## config.mk

```make
export PLATFORM = sky130hd
export DESIGN_NAME = seg7_mux_scan
export DESIGN_NICKNAME = d
export VERILOG_FILES = /design/src/rtl/seg7_mux_scan.sv
export SDC_FILE = /design/constraint.sdc
export NUM_CORES = 1
export LEC_CHECK = 0
export CORE_UTILIZATION = 28
export CTS_CLUSTER_DIAMETER = 30
export DETAILED_ROUTE_END_ITERATION = 8
export PLACE_DENSITY = 0.44
export REMOVE_ABC_BUFFERS = 1
export SETUP_SLACK_MARGIN = 0.3
export SLEW_MARGIN = 20
export SYNTH_ARGS = -nofsm -noshare
export SYNTH_HDL_FRONTEND = slang
export SYNTH_SLANG_ARGS = --single-unit
```

## constraint.sdc

```tcl
create_clock -name clk -period 2.4 [get_ports clk]
set_clock_uncertainty 0.05 [all_clocks]
set_input_delay 0.36 -clock clk [delete_from_list [all_inputs] [get_ports clk]]
set_output_delay 0.36 -clock clk [all_outputs]
set_load 0.05 [all_outputs]
```

## src/rtl/seg7_mux_scan.sv

```systemverilog
// Multiplexed hex 7-segment scanner: tear-free frame update, leading-zero suppression, blank, blink.
// Latency: pins are registered one cycle behind idx; loaded data reaches the pins one cycle after the next frame wrap.
// Backpressure: none; load is taken every cycle and the newest shadow value wins at the frame wrap.
module seg7_mux_scan #(
    parameter int DIGITS       = 4,
    parameter int PRESCALE     = 1000,
    parameter int BLINK_LOG2   = 5,
    parameter int COMMON_ANODE = 0,
    parameter int LZ_SUPPRESS  = 1
) (
    input  logic                clk,
    input  logic                rst_n,
    input  logic [4*DIGITS-1:0] value_in,
    input  logic [DIGITS-1:0]   dp_in,
    input  logic                load,
    input  logic                blank,
    input  logic                blink_en,
    output logic [6:0]          segments,
    output logic                dp,
    output logic [DIGITS-1:0]   digit_en,
    output logic                frame_tick
);

    localparam int IDX_W  = (DIGITS > 1) ? $clog2(DIGITS) : 1;
    localparam int PCNT_W = (PRESCALE > 1) ? $clog2(PRESCALE) : 1;
    localparam logic [IDX_W-1:0]  IDX_LAST  = IDX_W'(DIGITS - 1);
    localparam logic [PCNT_W-1:0] PCNT_LAST = PCNT_W'(PRESCALE - 1);
    localparam logic              INV       = (COMMON_ANODE != 0);

    // One displayable frame: per-digit decimal points above the packed nibbles.
    typedef struct packed {
        logic [DIGITS-1:0]   dps;
        logic [4*DIGITS-1:0] nibs;
    } frame_t;

    function automatic logic [6:0] hex7(input logic [3:0] n);
        logic [6:0] s;
        case (n)
            4'h0: s = 7'h3F;
            4'h1: s = 7'h06;
            4'h2: s = 7'h5B;
            4'h3: s = 7'h4F;
            4'h4: s = 7'h66;
            4'h5: s = 7'h6D;
            4'h6: s = 7'h7D;
            4'h7: s = 7'h07;
            4'h8: s = 7'h7F;
            4'h9: s = 7'h6F;
            4'hA: s = 7'h77;
            4'hB: s = 7'h7C;
            4'hC: s = 7'h39;
            4'hD: s = 7'h5E;
            4'hE: s = 7'h79;
            default: s = 7'h71;
        endcase
        return s;
    endfunction

    frame_t                shadow_q, shadow_d, disp_q;
    logic                  primed_q;
    logic [PCNT_W-1:0]     pcnt_q;
    logic [IDX_W-1:0]      idx_q;
    logic [BLINK_LOG2-1:0] fcnt_q;
    logic                  phase_q;
    logic                  wrap_d_q;
    logic                  slot_end, wrap, dark;
    logic                  zero_above;
    logic [DIGITS-1:0]     lz_blank;
    logic [3:0]            nib;
    logic [6:0]            seg_d, seg_q;
    logic                  dp_d, dp_q;
    logic [DIGITS-1:0]     en_d, en_q;

    // The copy into the display register sees this cycle's load, so a load on the wrap cycle is not lost.
    assign shadow_d = load ? frame_t'({dp_in, value_in}) : shadow_q;
    assign slot_end = primed_q && (pcnt_q == PCNT_LAST);
    assign wrap     = slot_end && (idx_q == IDX_LAST);
    assign dark     = blank || (blink_en && phase_q);

    // Shadow register follows load unconditionally.
    always_ff @(posedge clk or negedge rst_n) begin
        if (!rst_n) shadow_q <= '0;
        else        shadow_q <= shadow_d;
    end

    // Display register only changes between frames (and once right after reset) so a frame never tears.
    always_ff @(posedge clk or negedge rst_n) begin
        if (!rst_n)                 disp_q <= '0;
        else if (!primed_q || wrap) disp_q <= shadow_d;
    end

    // First cycle after reset primes the display register; scanning starts on the next edge.
    always_ff @(posedge clk or negedge rst_n) begin
        if (!rst_n) primed_q <= 1'b0;
        else        primed_q <= 1'b1;
    end

    // Prescaler and digit index.
    always_ff @(posedge clk or negedge rst_n) begin
        if (!rst_n) begin
            pcnt_q <= '0;
            idx_q  <= '0;
        end else if (slot_end) begin
            pcnt_q <= '0;
            idx_q  <= wrap ? '0 : idx_q + IDX_W'(1);
        end else if (primed_q) begin
            pcnt_q <= pcnt_q + PCNT_W'(1);
        end
    end

    // Frame counter and blink phase keep running whether or not blinking is enabled.
    always_ff @(posedge clk or negedge rst_n) begin
        if (!rst_n) begin
            fcnt_q  <= '0;
            phase_q <= 1'b0;
        end else if (wrap) begin
            fcnt_q <= fcnt_q + BLINK_LOG2'(1);
            if (&fcnt_q) phase_q <= ~phase_q;
        end
    end

    // frame_tick is delayed one extra stage so it lines up with digit 0 appearing on the pins.
    always_ff @(posedge clk or negedge rst_n) begin
        if (!rst_n) begin
            wrap_d_q   <= 1'b0;
            frame_tick <= 1'b0;
        end else begin
            wrap_d_q   <= wrap;
            frame_tick <= wrap_d_q;
        end
    end

    // Leading-zero mask: a digit above 0 is blank when it and everything above it is zero.
    always_comb begin
        zero_above = 1'b1;
        lz_blank   = '0;
        for (int i = DIGITS - 1; i >= 0; i--) begin
            zero_above  = zero_above && (disp_q.nibs[4*i +: 4] == 4'h0);
            lz_blank[i] = (i > 0) && zero_above && (LZ_SUPPRESS != 0);
        end
    end

    // Next logical pin levels for the digit currently selected by idx.
    always_comb begin
        seg_d = 7'h00;
        dp_d  = 1'b0;
        en_d  = '0;
        nib   = disp_q.nibs[4*int'(idx_q) +: 4];
        if (primed_q && !dark) begin
            en_d  = DIGITS'(1) << idx_q;
            dp_d  = disp_q.dps[int'(idx_q)];
            seg_d = lz_blank[int'(idx_q)] ? 7'h00 : hex7(nib);
        end
    end

    // Output register holds logical levels; reset value is all-inactive.
    always_ff @(posedge clk or negedge rst_n) begin
        if (!rst_n) begin
            seg_q <= '0;
            dp_q  <= 1'b0;
            en_q  <= '0;
        end else begin
            seg_q <= seg_d;
            dp_q  <= dp_d;
            en_q  <= en_d;
        end
    end

    // Polarity is a constant XOR, so pins cannot glitch active when the registers clear.
    assign segments = seg_q ^ {7{INV}};
    assign dp       = dp_q ^ INV;
    assign digit_en = en_q ^ {DIGITS{INV}};

endmodule

```

==> impl_results.md <==
* Number of synthesized flops with an enable pin at 0
* Arrival time worst endpoint at 2.24 ns
* Hold_ws at -0.0160 ns
* CTS sink cnt at 73
* RSZ-0062 raised after global routing: true
* Initial antenna violation count at 0
* Rows at 39
* Total number of vias at 2,108
* Clock Path Buffers at 2
* Worst min path class: in2async
* Synth unique cells at 42
* Nets at 343
* Failing checks: design-rule violations, negative hold slack
* Combinational share of power at 0.175
* Ys Warns at 0
* Clock Latency Late Sink at 0.33 ns
* Yosys reg bits at 73
* Slew Limit Fails at 0
* Min Tclk post-route at 2.06 ns
* Mapped cell area at 3360 sq um
* Worst reg2reg path startpoint: idx_q[0]
* Net Sw Power at 898 uW
* Initial Util at 0.290
* Top cell type's share of synthesized area at 0.544
* Via/cell ratio at 4.65
* Reg2reg path depth at 4
* Reg-to-Reg End: segments[0]
* Max Fclk at 0.486 GHz
* Antenna-violating nets left at 0
* Sequential share of power at 0.442
* Synth top area cells: dfrtp_1 54%, mux2_2 15%, ha_1 4.5%
* Ys flop type: dfrtp_1
* # DRC at 4
* Total CTS buffers at 9
* Final setup viols at 0
* IO Pins at 38
* Clock Power Share at 0.383
* Worst setup path startpoint: idx_q[0]
* Cells after Synth at 251
* Total core area at 11,600 sq um
* Setup ws final at 0.343 ns
* Root Buffer: clkbuf_16
* Reg2reg setup slack at 0.34 ns
* Commonest cells in the netlist: 73 x dfrtp_1, 45 x mux2_2, 12 x ha_1
* Critical Path Source Type: register
* Avg Synthesized Cell Area at 13.4 sq um
* Vias in the first global route at 2,159
* CTS Hold Buffers Added at 0
* Slew HR at 0.660
* Setup WS pre-CTS at 0.136 ns
* H-Tree Depth at 3
* Fraction of registers with async set/reset at 1.00
* Pwr per Cell Area at 787 nW/um^2
* Layout filler cell count at 1,129
* Drt wl/cell at 15.0 microns
* Final Hold Violating Endpoints at 12
* Final HPWL DP at 4510 microns
* Die width at 111 microns
* Buffers on Ports at 37
* Critical path class: reg2reg
* Worst setup EP type: register
* Max-cap viol count at 0
* GRT overflow at 0
* Global placer's final weighted congestion at 0.761
* First-pass GRT wire length at 11,600 microns
* CP Data Required Time at 2.59 ns
* Cell taking the most area after synthesis: dfrtp_1
* Worst slew pin tran at 0.509 ns
* Pleak at 0.00183 uW
* Switching part of the total at 0.266
* Drt pass-1 iters at 6
* Pint at 2480 uW
* Largest net degree at the start of global routing at 74
* Peak supply drop at 0.521 mV
* Die ar. at 12,400 sq um
* Sequential area share after synthesis at 0.544
* Die Height at 111 microns
* Proportion of layout cells with a drive suffix above 1 at 0.287
* Gr usage total at 0.122
* Syn-to-layout area delta at 28.0%
* Outcome: complete, but fails checks
* Fin crit share at 0.857
* Setup_tns at 0 ns
* TritonCTS clock tree: done
* Clk slew on worst S/H paths at 0.06 ns
* Iter 0 DRT Violations at 127
* Post-Route WL at 6790 microns
* Count leader, synth: dfrtp_1
* Worst-path fanout max at 5
* Inserted Diodes at 0
critical path, stage by stage (launching register included):
cell	delay (ns)
dfrtp_2	0.40
mux4_2	0.58
ha_4	0.21
or4_1	0.54
a41oi_2	0.19
layout by cell type (no fill, tap or decap), types with 3 or more instances in the layout:
cell             instances
dfrtp_1                 72
nor3_1                   8
o21ai_0                  6
and2_1                   6
nand2_1                  9
mux4_2                   4
nor4_1                   3
inv_1                    5
clkdlybuf4s50_1         36
mux2i_1                  6
xnor2_1                 10
clkinv_2                 4
clkbuf_16                9
buf_4                   12
nor2_1                  10
ha_1                    10
nand3_1                  6
xor2_1                   4
mux2_2                  45
per-stage QoR:
stage               utilization  area [sq um]  total power (uW)  instances
finish                    0.371          4300              3380        453
floorplan                     -          3300              1870        243
global placement          0.340          3930              2070        431
global route              0.371          4300              3580        453
CTS                       0.365          4220              3420        448
detailed placement        0.340          3930              2080        431
flip-flops by register name, indices dropped and copies added, names as in the netlist:
name	cells
primed_q	1
idx_q	2
disp_q	20
digit_en	4
pcnt_q	10
dp	1
phase_q	1
segments	7
shadow_q	20
frame_tick	1
wrap_d_q	1
fcnt_q	5
kinds of logic after synthesis:
| kind of cell | count (synthesis) | share of synthesized area |
|---|---|---|
| and+or+nand+nor | 59 | 0.0966 |
| DFF | 73 | 0.544 |
| muxes | 58 | 0.213 |
| buffers and inverters | 15 | 0.0242 |
| other | 1 | 0.00112 |
| xor gates and xnor gates | 14 | 0.0365 |
| AOI/OAI and AO/OA | 19 | 0.0399 |
| adders and majority gates | 12 | 0.0447 |
power by group through the flow:
stage,combinational (uW),sequential (uW),clock [uW]
6_report,591,1490,1290
5_1_grt,659,1520,1400
4_1_cts,574,1500,1350
3_5_place_dp,563,1520,0
3_3_place_gp,561,1510,0
2_1_floorplan,341,1530,0
worst max path at each step:
stage | slack (ns) | to | cells after the start
5_1_grt | 0.26 | segments[0] | 4
3_5_place_dp | 0.14 | segments[0] | 4
2_1_floorplan | -0.05 | disp_q[0] | 5
3_3_place_gp | 0.22 | segments[0] | 4
6_report | 0.34 | segments[0] | 4
4_1_cts | 0.30 | segments[0] | 4
final cells by class:
cell class | instances | area [sq um] | area share
sequential | 73 | 1830 | 0.426
multi-input combinational | 163 | 1470 | 0.343
timing repair buffer | 52 | 507 | 0.118
clock buffer | 9 | 225 | 0.0524
tap | 143 | 179 | 0.0417
clock inverter | 6 | 58.8 | 0.0137
inverter | 7 | 26.3 | 0.00612
repair_timing:
| item | in CTS | in global routing |
|---|---|---|
| setup endpoints to repair | 3 | 25 |
| pin swaps | 0 | 2 |
| gates resized for setup | 3 | 9 |
| endpoints found under the hold margin | 0 | 0 |
| buffers inserted | 2 | 5 |
metal layers:
layer | wire length (microns) | vias up | global-route usage | part of all wire
met3 | 260 | 8 | 0.0386 | 0.038
met1 | 3450 | 1055 | 0.167 | 0.51
li1 | - | 1010 | - | -
met5 | 0 | - | 0 | 0
met2 | 2990 | 35 | 0.176 | 0.44
met4 | 87 | 0 | 0.0514 | 0.013
(Power assumes the default switching activity.)
